--- config.mk ---
export PLATFORM = sky130hd
export DESIGN_NAME = fsic_io_serdes_rx_flat
export DESIGN_NICKNAME = d
export VERILOG_FILES = /design/src/rtl/fsic_io_serdes_pkg.sv /design/src/rtl/fsic_io_serdes_rx_if.sv /design/src/rtl/fsic_io_serdes_rx_fifo.sv /design/src/rtl/fsic_io_serdes_rx.sv /design/src/flat_wrapper.sv
export SDC_FILE = /design/constraint.sdc
export NUM_CORES = 1
export LEC_CHECK = 0
export ABC_AREA = 1
export CAP_MARGIN = 5
export CORE_MARGIN = 8
export CORE_UTILIZATION = 40
export DETAILED_ROUTE_END_ITERATION = 16
export PLACE_DENSITY = 0.58
export SKIP_CTS_REPAIR_TIMING = 1
export SYNTH_ARGS = -nofsm -noshare
export SYNTH_HDL_FRONTEND = slang
export SYNTH_SLANG_ARGS = --single-unit
export TNS_END_PERCENT = 10
--- constraint.sdc ---
create_clock -name ioclk -period 5.75 [get_ports ioclk]
set_clock_uncertainty 0.1 [all_clocks]
set_input_delay 1.4375 -clock ioclk [delete_from_list [all_inputs] [get_ports ioclk]]
set_output_delay 1.4375 -clock ioclk [all_outputs]
set_load 0.005 [all_outputs]
--- src/rtl/fsic_io_serdes_pkg.sv ---
// Shared FSIC IO serdes definitions: RX FSM encoding and the TX/RX start phase.
package fsic_io_serdes_pkg;

    typedef enum logic [1:0] {
        RX_IDLE  = 2'd0,
        RX_PRIME = 2'd1,
        RX_RUN   = 2'd2
    } rx_state_e;

    // TX and RX both begin a link at the last bit slot of a word.
    function automatic int unsigned start_phase(input int unsigned ratio);
        return ratio - 1;
    endfunction

endpackage

--- src/rtl/fsic_io_serdes_rx_if.sv ---
// Word-side valid/ready interface of the FSIC IO serdes RX lane.
interface fsic_io_serdes_rx_if #(
    parameter int unsigned pCLK_RATIO   = 4,
    parameter int unsigned RxFIFO_DEPTH = 4
);
    localparam int unsigned LW = $clog2(RxFIFO_DEPTH) + 1;

    logic [pCLK_RATIO-1:0] rxdata_out;
    logic                  rxdata_valid;
    logic                  rxdata_ready;
    logic                  rx_overflow;
    logic [LW-1:0]         rx_fifo_level;

    modport master (
        output rxdata_out,
        output rxdata_valid,
        output rx_overflow,
        output rx_fifo_level,
        input  rxdata_ready
    );

    modport slave (
        input  rxdata_out,
        input  rxdata_valid,
        input  rx_overflow,
        input  rx_fifo_level,
        output rxdata_ready
    );
endinterface

--- src/rtl/fsic_io_serdes_rx_fifo.sv ---
// Synchronous FIFO with wrap-bit pointers and a registered head word.
module fsic_io_serdes_rx_fifo #(
    parameter int unsigned W     = 4,
    parameter int unsigned DEPTH = 4
) (
    input  logic                       clk,
    input  logic                       rst_n,
    input  logic                       push_i,
    input  logic [W-1:0]               wdata_i,
    input  logic                       pop_i,
    output logic [W-1:0]               rdata_o,
    output logic                       empty_o,
    output logic                       full_o,
    output logic [$clog2(DEPTH):0]     level_o
);
    localparam int unsigned AW = $clog2(DEPTH);

    logic [W-1:0]  mem_q [DEPTH];
    logic [AW:0]   wr_q, wr_d, rd_q, rd_d;
    logic [W-1:0]  rdata_q, rdata_d;
    logic          do_push, do_pop;

    assign empty_o = (wr_q == rd_q);
    assign full_o  = (wr_q[AW] != rd_q[AW]) && (wr_q[AW-1:0] == rd_q[AW-1:0]);
    assign level_o = wr_q - rd_q;
    assign rdata_o = rdata_q;

    // Pop frees a slot first, so a push into a full FIFO succeeds when popped together.
    always_comb begin
        do_pop  = pop_i && !empty_o;
        do_push = push_i && (!full_o || do_pop);
        rd_d    = rd_q + {{AW{1'b0}}, do_pop};
        wr_d    = wr_q + {{AW{1'b0}}, do_push};
        rdata_d = rdata_q;
        if (rd_d == wr_d)
            rdata_d = rdata_q;
        else if (do_push && (rd_d == wr_q))
            rdata_d = wdata_i;
        else
            rdata_d = mem_q[rd_d[AW-1:0]];
    end

    always_ff @(posedge clk or negedge rst_n) begin
        if (!rst_n) begin
            wr_q    <= '0;
            rd_q    <= '0;
            rdata_q <= '0;
        end else begin
            wr_q    <= wr_d;
            rd_q    <= rd_d;
            rdata_q <= rdata_d;
        end
    end

    always_ff @(posedge clk) begin
        if (do_push)
            mem_q[wr_q[AW-1:0]] <= wdata_i;
    end
endmodule

--- src/rtl/fsic_io_serdes_rx.sv ---
// FSIC IO serdes RX lane: serial-to-parallel deserializer, link FSM and word FIFO.
module fsic_io_serdes_rx
    import fsic_io_serdes_pkg::*;
#(
    parameter int unsigned pCLK_RATIO   = 4,
    parameter int unsigned RxFIFO_DEPTH = 4
) (
    input  logic                  ioclk,
    input  logic                  axis_rst_n,
    input  logic                  rx_en,
    input  logic                  Serial_Data_In,
    input  logic                  rx_bitslip,
    fsic_io_serdes_rx_if.master   rx
);
    localparam int unsigned   PW       = $clog2(pCLK_RATIO);
    localparam logic [PW-1:0] START_PH = PW'(start_phase(pCLK_RATIO));

    rx_state_e             state_q, state_d;
    logic [PW-1:0]         phase_q, phase_d;
    logic [pCLK_RATIO-1:0] shreg_q, shreg_d;
    logic [pCLK_RATIO-1:0] word_q, word_d;
    logic                  push_q, push_d;
    logic                  ovf_q, ovf_d;
    logic                  fifo_empty, fifo_full;

    always_comb begin
        state_d = state_q;
        phase_d = phase_q;
        shreg_d = shreg_q;
        word_d  = word_q;
        push_d  = 1'b0;
        if (!rx_en) begin
            state_d = RX_IDLE;
            phase_d = START_PH;
        end else begin
            unique case (state_q)
                RX_IDLE: state_d = RX_PRIME;
                RX_PRIME: begin
                    shreg_d[START_PH] = Serial_Data_In;
                    phase_d           = '0;
                    state_d           = RX_RUN;
                end
                RX_RUN: begin
                    // A bitslip rewrites the same slot next cycle, delaying the boundary.
                    shreg_d[phase_q] = Serial_Data_In;
                    if (!rx_bitslip) begin
                        phase_d = phase_q + 1'b1;
                        if (phase_q == START_PH) begin
                            push_d = 1'b1;
                            word_d = shreg_d;
                        end
                    end
                end
                default: state_d = RX_IDLE;
            endcase
        end
    end

    assign ovf_d = ovf_q | (push_q & fifo_full & ~rx.rxdata_ready);

    always_ff @(posedge ioclk or negedge axis_rst_n) begin
        if (!axis_rst_n) begin
            state_q <= RX_IDLE;
            phase_q <= START_PH;
            shreg_q <= '0;
            word_q  <= '0;
            push_q  <= 1'b0;
            ovf_q   <= 1'b0;
        end else begin
            state_q <= state_d;
            phase_q <= phase_d;
            shreg_q <= shreg_d;
            word_q  <= word_d;
            push_q  <= push_d;
            ovf_q   <= ovf_d;
        end
    end

    fsic_io_serdes_rx_fifo #(
        .W     (pCLK_RATIO),
        .DEPTH (RxFIFO_DEPTH)
    ) u_fifo (
        .clk     (ioclk),
        .rst_n   (axis_rst_n),
        .push_i  (push_q),
        .wdata_i (word_q),
        .pop_i   (rx.rxdata_ready),
        .rdata_o (rx.rxdata_out),
        .empty_o (fifo_empty),
        .full_o  (fifo_full),
        .level_o (rx.rx_fifo_level)
    );

    assign rx.rxdata_valid = ~fifo_empty;
    assign rx.rx_overflow  = ovf_q;
endmodule
--- src/flat_wrapper.sv ---
// flat-port wrapper written by rule: the top's interface ports become plain ports
module fsic_io_serdes_rx_flat import fsic_io_serdes_pkg::*;
#(
    parameter int unsigned pCLK_RATIO   = 4,
    parameter int unsigned RxFIFO_DEPTH = 4
)
  (ioclk, axis_rst_n, rx_en, Serial_Data_In, rx_bitslip, rx_rxdata_out, rx_rxdata_valid, rx_rx_overflow, rx_rx_fifo_level, rx_rxdata_ready);
  fsic_io_serdes_rx_if #(.pCLK_RATIO(pCLK_RATIO), .RxFIFO_DEPTH(RxFIFO_DEPTH)) rx_i ();
  input  logic ioclk;
  input  logic axis_rst_n;
  input  logic rx_en;
  input  logic Serial_Data_In;
  input  logic rx_bitslip;
  output wire logic [$bits(rx_i.rxdata_out)-1:0] rx_rxdata_out;
  output wire logic [$bits(rx_i.rxdata_valid)-1:0] rx_rxdata_valid;
  output wire logic [$bits(rx_i.rx_overflow)-1:0] rx_rx_overflow;
  output wire logic [$bits(rx_i.rx_fifo_level)-1:0] rx_rx_fifo_level;
  input wire logic [$bits(rx_i.rxdata_ready)-1:0] rx_rxdata_ready;
  assign rx_rxdata_out = rx_i.rxdata_out;
  assign rx_rxdata_valid = rx_i.rxdata_valid;
  assign rx_rx_overflow = rx_i.rx_overflow;
  assign rx_rx_fifo_level = rx_i.rx_fifo_level;
  assign rx_i.rxdata_ready = rx_rxdata_ready;
  fsic_io_serdes_rx #(.pCLK_RATIO(pCLK_RATIO), .RxFIFO_DEPTH(RxFIFO_DEPTH)) u_core (.ioclk(ioclk), .axis_rst_n(axis_rst_n), .rx_en(rx_en), .Serial_Data_In(Serial_Data_In), .rx_bitslip(rx_bitslip), .rx(rx_i));
endmodule
==> run summary, run 1 <==
The run finished with clean final reports. The relative slew slack came out at 50.73%. The setup path with the least slack is of type reg -> out. The share of synthesized cell area in full adder, half adder and majority cells came out at 9.677%. The depth of the worst register-to-register path is 14. In this run the most critical hold path is launched from u_core.rx.rx_overflow. The required time of the critical path came out at 4210 ps. In this run the power density over the cells is 539.0 mW/mm^2.

The fraction of power spent switching nets came out at 39.32%. The core outline area is 0.004977 sq mm. The area share of and/or/nand/nor cells after synthesis came out at 20.78%. The final max-slew violation count was 0. In the final timing run, aggregate negative setup slack is 0 ps. The portion of synthesized cell area occupied by the leading cell type came out at 27.30%. The setup slack after placement is 2060 ps.

The origin of the critical flop-to-flop path is u_core.u_fifo.wr_q[0]. The number of antenna-violating nets in the routed design came out at 0. The height of the die is a little under 90 um.

The worst setup path is captured at a primary output. The clock tree from TritonCTS is yes. In this run the register-to-register setup slack is 2960 ps. Detailed routing inserted a total of around 1,400 vias.

The sequential cell fraction of total power came out at between 30% and 40%. Entering global routing, the biggest net connects 25 pins. Global routing used between 10% and 20% of the available tracks.

The logic gate share of total power came out at 47.1%. The launch point of the worst path is u_core.u_fifo.wr_q[0]. Sorting the synthesized cells by area gives the leading types as sky130_fd_sc_hd__dfrtp_1, sky130_fd_sc_hd__edfxtp_1, sky130_fd_sc_hd__nand2_1, sky130_fd_sc_hd__ha_1, sky130_fd_sc_hd__nand3_1. The design internal power came out at between 700 and 800 uW. The top fanout value on the critical path came out at 5. The total of max-cap violations came out at 0. The final critical path takes up about 63% of the cycle.

Among all flip-flop cells after synthesis, the most frequent one is sky130_fd_sc_hd__dfrtp_1. The number of synthesized register bits is 40. The cell area that synthesis handed to floorplanning was 0.002017 sq mm. The CTS clock-pin slew for the worst setup and hold paths came out at 80 ps.

The synthesized design contains 16 enable-type register cells. The CTS sink count is 40. The number of nets in the synthesized netlist is 233. The arrival time at the worst endpoint is 2100 ps.

The final number of setup-violating endpoints is 0. The count of inserted antenna diode cells is 0. The synthesized design spends more area on one cell type than any other, namely sky130_fd_sc_hd__dfrtp_1. After legalization and detailed placement, the total HPWL measured around 2800 um. The hold violation total from the final report came out at 0. The share of cells above drive strength 1 is 7.725%. Buffers inserted during clock tree synthesis total 5. The commonest cells after synthesis are sky130_fd_sc_hd__nand2_1, sky130_fd_sc_hd__inv_1, sky130_fd_sc_hd__nand3_1. The wire length reported by the detailed router came out at 3772 um. The mean instance size in the synthesized netlist is 9.514 sq um.

In this run the worst hold path is classified as reg -> reg. The worst setup slack after layout is 2109 ps. The count of routing violations after the opening detailed-route iteration came out at around 120.

The clock period minus worst slack is between 3000 and 4000 ps. The via count of the first global-routing pass came out at 1,373. The synthesized netlist cell count is 212. The endpoint of the lowest-slack register-to-register path is u_core.u_fifo.rdata_o[0]. The H-tree was split into 2 levels. For this run, design rule violations remaining after detail routing come to 0.

The share of the yosys chip area belonging to registers is 53.72%. The count of cell types in the netlist is 25. The area growth from synthesis to layout is 15.88%. The total overflow reported by the global router is 0. The layout net count is 253. Setup repair after global routing left no endpoint under its margin. The mean number of vias per cell came out at 4.594.

The overall die area is ~0.0076 sq mm. By area, the combinational part of the netlist is dominated by simple AND/OR/NAND/NOR gates. The top-level port count is 15. At the pin with the least slew margin, the transition time is between 700 and 800 ps. The worst supply voltage drop on vdd came out at 0.0001908 V. The latest clock arrival within the worst-skew pair came out at 290 ps.

The instance count after placement with tap cells included is 295. The wire length of the first global-routing pass came out at 6410 um. Timing would allow up to 274.7 MHz. The iteration count of the initial detailed-routing pass is 4.

The initial antenna violation count is 0. Of the total synthesized cell area, the portion taken by XOR and XNOR cells is 2.171%. In this run the horizontal extent of the chip is about 87 um. The worst setup path is launched from a register. Routability-driven placement finished with a final weighted congestion of 0.7852. The post-synthesis mux area share came out at 0%.

The worst hold path depth is 1. The clock network fraction of design power came out at approximately 18%. The count of input and output buffers came out at 14. The initial core utilization is 40.52%. The leakage power total came out at approximately 1.1 nW. The buffer levels on the longest clock path is 2. The count of yosys warnings during synthesis is 0.

The final routed wire length divided by cell count is 12.45 um. The row count came out at 26. The non-filler instance count after layout came out at 303. The cell at the root of the clock tree is sky130_fd_sc_hd__clkbuf_8. The net switching component of the power is slightly below 500 uW.

The fraction of the mapped netlist area in compound gates came out at 6.762%. The capture endpoint of the worst hold path is u_core.rx.rx_overflow. After synthesis, the share of flip-flops with an asynchronous set or reset is between 60% and 70%.

The most common cell in the synthesized netlist is sky130_fd_sc_hd__nand2_1.
==> critical path: stages (launching register included) <==
cell                              delay [ps]
sky130_fd_sc_hd__dfrtp_1                 430
sky130_fd_sc_hd__inv_1                   110
sky130_fd_sc_hd__ha_1                    220
sky130_fd_sc_hd__fa_1                    380
sky130_fd_sc_hd__xor2_1                  160
sky130_fd_sc_hd__clkdlybuf4s50_1         510
==> power groups by stage <==
| stage | logic, mW | registers (mW) | clock network (mW) |
|---|---|---|---|
| 2_1_floorplan | 0.428 | 0.431 | 0 |
| 3_3_place_gp | 0.594 | 0.445 | 0 |
| 3_5_place_dp | 0.602 | 0.446 | 0 |
| 4_1_cts | 0.604 | 0.441 | 0.231 |
| 6_report | 0.593 | 0.439 | 0.227 |
| 5_1_grt | 0.672 | 0.451 | 0.244 |
==> per-layer routing <==
layer,track usage (%),share of wire (%),up-vias,wire length [um]
li1,-,-,729,-
met1,12.86,47,634,1762
met2,18.25,48,22,1816
met3,3.491,3.5,7,133
met4,4.225,1.6,0,60
met5,0,0,-,0
==> worst max path at each step <==
stage                                          end  slack, ps  cells after the start
after floorplan           u_core.u_fifo.rdata_o[0]       2730                      9
after CTS                      rx_rx_fifo_level[2]       2090                      5
after detailed placement  u_core.u_fifo.rdata_o[2]       2060                     10
after global routing           rx_rx_fifo_level[2]       2020                      5
after global placement    u_core.u_fifo.rdata_o[0]       2040                     10
final                          rx_rx_fifo_level[2]       2110                      5
==> flip-flops by register name (all words and copies together) (netlist names) <==
register	cells
u_core.phase_q	2
u_core.u_fifo.wr_q	3
u_core.rx.rx_overflow	1
u_core.u_fifo.mem_q	16
u_core.u_fifo.rd_q	3
u_core.word_q	4
u_core.push_q	1
u_core.state_q	2
u_core.u_fifo.rdata_o	4
u_core.shreg_q	4
==> metrics by stage <==
stage                     hold slack [ps]  utilization, %  total power [mW]  cell area [sq um]
after floorplan                     366.3               -            0.8594               2017
after global placement              352.4           44.80             1.039               2230
after detailed placement            358.1           44.80             1.047               2230
after CTS                           375.9           46.96             1.276               2337
after global routing                388.0           46.96             1.368               2337
final                               373.0           46.96             1.260               2337
==> logic make-up (layout without fill, tap and decap cells) <==
kind of cell | after synthesis | after routing
xor+xnor | 5 | 5
compound gates | 23 | 23
flops | 40 | 40
buf+inv | 33 | 54
fa+ha+maj | 15 | 15
simple gates | 96 | 96
==> area by class of cell <==
type | instances | area (sq um)
fillers | 468 | 2640
repair buffers | 15 | 147.6
clock buffers | 6 | 72.57
clock inverters | 2 | 35.03
flip-flops and latches | 40 | 1084
inverters | 31 | 116.4
multi-input cells | 139 | 794.5
well taps | 70 | 87.58
==> layout by cell type, fill, tap and decap left out, types with 4 or more instances in the layout <==
cell type	n
sky130_fd_sc_hd__clkdlybuf4s50_1	14
sky130_fd_sc_hd__clkbuf_8	5
sky130_fd_sc_hd__nand3_1	26
sky130_fd_sc_hd__edfxtp_1	16
sky130_fd_sc_hd__nand2_1	56
sky130_fd_sc_hd__o21ai_0	16
sky130_fd_sc_hd__nor3_1	5
sky130_fd_sc_hd__ha_1	14
sky130_fd_sc_hd__inv_1	30
sky130_fd_sc_hd__dfrtp_1	22
sky130_fd_sc_hd__xor2_1	4
No activity file was read; power rests on OpenSTA's default activity.
==> run 2: changes to the inputs <==
--- a/config.mk
+++ b/config.mk
@@ -10,7 +10,7 @@
 export CORE_MARGIN = 8
 export CORE_UTILIZATION = 40
 export DETAILED_ROUTE_END_ITERATION = 16
-export PLACE_DENSITY = 0.58
+export PLACE_DENSITY = 0.6
 export SKIP_CTS_REPAIR_TIMING = 1
 export SYNTH_ARGS = -nofsm -noshare
 export SYNTH_HDL_FRONTEND = slang
==> constraint.sdc (replaced) <==
create_clock -name ioclk -period 2.9 [get_ports ioclk]
set_clock_uncertainty 0.1 [all_clocks]
set_input_delay 0.725 -clock ioclk [delete_from_list [all_inputs] [get_ports ioclk]]
set_output_delay 0.725 -clock ioclk [all_outputs]
set_load 0.005 [all_outputs]
==> run 2 against run 1 <==
  * Critical path depth unchanged
  * Total power up 110%
  * Largest power group unchanged
  * Non-clock buffer count up 10
  * Die area unchanged
  * Highest routed layer unchanged
  * Hold slack better by 10 ps
  * First-iteration DRC count down 34%
  * Final cell count up 3.3%
  * Via count up 3.8%
  * Register-to-register slack worse by 2600 ps
  * Cell area up 3.4%
==> run summary, run 2 (synthesized netlist as in run 1, its figures left out) <==
The path class of the lowest-slack min-delay path is reg -> reg. STA puts the critical path data required time at 2080 ps. Measured along the x axis, the die boundary spans 87.01 um. The die covers 0.007571 sq mm.

The cell at the root of the clock tree is sky130_fd_sc_hd__clkbuf_8. The origin of the worst min-delay path is u_core.rx.rx_overflow. The count of filler cells inserted in the layout is 479.

The count of routing violations after the opening detailed-route iteration is 77. STA classifies the critical path endpoint as a primary output. Setup repair after global routing left no endpoint under its margin. The analysis attributes to cell leakage a power of 1.113 nW. The number of flip-flops under the largest register name is 16.

The count of input and output buffers is 14. The initial antenna violation count is 0. The CTS sink count came out at 40. The detail route stage leaves a number of antenna-violating nets equal to 0. The relative slew slack is between 70 and 80%. In this run the critical register-to-register path is captured at u_core.u_fifo.rdata_o[0].

The routed layout has 1,445 vias. The share of cells above drive strength 1 came out at a little over an eighth. The final routed wire length divided by cell count came out at around 12 um. The iteration count of the initial detailed-routing pass is 4. The CTS buffer count came out at 5.

The worst supply voltage drop on vdd came out at 0.0005058 V. The layout net count is approximately 260. The part of the cycle the worst path needs came out at 95.55%.

The total of max-cap violations came out at 0. The buffer levels on the longest clock path came out at 2. The capture endpoint of the worst hold path is u_core.rx.rx_overflow. The via count of the first global-routing pass is around 1,400. For this run, the total global-route usage over all layers was measured as 11.66%.

For this run, design rule violations remaining after detail routing come to 0. TritonCTS built the clock tree. The area growth from synthesis to layout is 19.85%. The slew of the pin with the lowest slew margin is 342.2 ps.

Leaving out fill and tap cells, the most frequent cell in the layout is sky130_fd_sc_hd__nand2_1. Detailed placement ended at an HPWL of roughly 2900 um. Pin placement for this block handled 15 I/O pins.

Routability-driven placement finished with a final weighted congestion of about 0.76. The final number of setup-violating endpoints came out at 0. The depth of the worst register-to-register path came out at 12. The final max-slew violation count came out at 0. The CTS clock-pin slew for the worst setup and hold paths came out at roughly 70 ps. The mean number of vias per cell came out at ~4.6. Global routing finished with a remaining overflow of 0. Based on the critical path, the design can be clocked at up to 360.9 MHz. Subtracting the final worst setup slack from the clock period gives roughly 2800 ps.

In the post-route analysis, the smallest setup slack over all paths is 129.0 ps. The floorplan step set the die height to 87.01 um. The worst register-to-register path has a setup slack of 340 ps. The clock reaches the later pin of the worst-skew pair after around 300 ps. The pin count of the biggest net entering global routing is 25. The setup path with the least slack is of type reg -> out. The run finished with clean final reports. The arrival time at the worst endpoint is 1950 ps. The count of inserted antenna diode cells is 0. In the layout the commonest cells are sky130_fd_sc_hd__nand2_1, sky130_fd_sc_hd__inv_1, sky130_fd_sc_hd__nand3_1.

The core outline area came out at ~0.0050 sq mm. The row count is 26. Along the worst hold path, the cell count comes to 1. The worst setup path is launched from a register. The startpoint identified for the worst register-to-register timing path is u_core.u_fifo.wr_q[1]. The setup slack after placement came out at 93.54 ps. Dividing total power by cell area gives a power density of 1083 mW/mm^2. The hold violation total from the final report is 0. The wire length reported by the detailed router came out at around 3900 um.

The level count of the clock H-tree is 2. Measured on the finished design, the core utilization comes to about half. The initial utilization of the core area, before any placement, comes to 40.52%. The wire length of the first global-routing pass came out at 6775 um. In this run the worst path has a maximum fanout of 4.
[run 2: critical path: stages, from the launching register on]
cell and delay [ps]:
sky130_fd_sc_hd__dfrtp_2 390, sky130_fd_sc_hd__inv_2 60, sky130_fd_sc_hd__ha_1 210, sky130_fd_sc_hd__fa_2 350, sky130_fd_sc_hd__xor2_1 150, sky130_fd_sc_hd__clkdlybuf4s50_1 510
[run 2: metrics by stage]
step | hold slack [ps] | power [mW] | area (sq um) | std cells | setup TNS [ps]
2_1_floorplan | 329.4 | 1.704 | 2017 | 212 | 0
3_3_place_gp | 352.3 | 2.156 | 2297 | 304 | 0
3_5_place_dp | 366.4 | 2.180 | 2297 | 304 | 0
4_1_cts | 389.3 | 2.640 | 2405 | 312 | -57.98
5_1_grt | 428.9 | 2.858 | 2417 | 313 | 0
6_report | 383.5 | 2.618 | 2417 | 313 | 0
[run 2: worst max-delay path by stage]
stage | startpoint | to
4_1_cts | u_core.u_fifo.wr_q[0] | rx_rx_fifo_level[2]
2_1_floorplan | u_core.u_fifo.wr_q[0] | u_core.u_fifo.rdata_o[0]
5_1_grt | u_core.u_fifo.wr_q[0] | rx_rx_fifo_level[1]
3_5_place_dp | rx_rxdata_ready | u_core.u_fifo.rdata_o[3]
6_report | u_core.u_fifo.wr_q[0] | rx_rx_fifo_level[2]
3_3_place_gp | rx_rxdata_ready | u_core.u_fifo.rdata_o[0]
[run 2: per-layer routing]
layer / global-route usage [%] / share of wire (%) / wire length, um / vias to the layer above
met5: 0 / 0 / 0 / -
met4: 5.321 / 2.0 / 79 / 0
met3: 3.679 / 3.3 / 127 / 7
met2: 18.81 / 49 / 1893 / 20
met1: 13.78 / 46 / 1791 / 665
li1: - / - / - / 753
[run 2: where the power goes]
part           internal (mW)  switching (mW)  total [mW]
clock network          0.255           0.192       0.447
registers              0.765           0.113       0.878
logic                  0.582           0.711        1.29
total                   1.60            1.02        2.62
[run 2: area by class of cell]
type	instances	area (sq um)	share of cell area, %
Inverter	31	116.4	4.814
Sequential cell	40	1086	44.93
Timing Repair Buffer	25	222.7	9.213
Clock inverter	2	35.03	1.449
Multi-Input combinational cell	139	797.0	32.97
Clock buffer	6	72.57	3.002
Tap cell	70	87.58	3.623
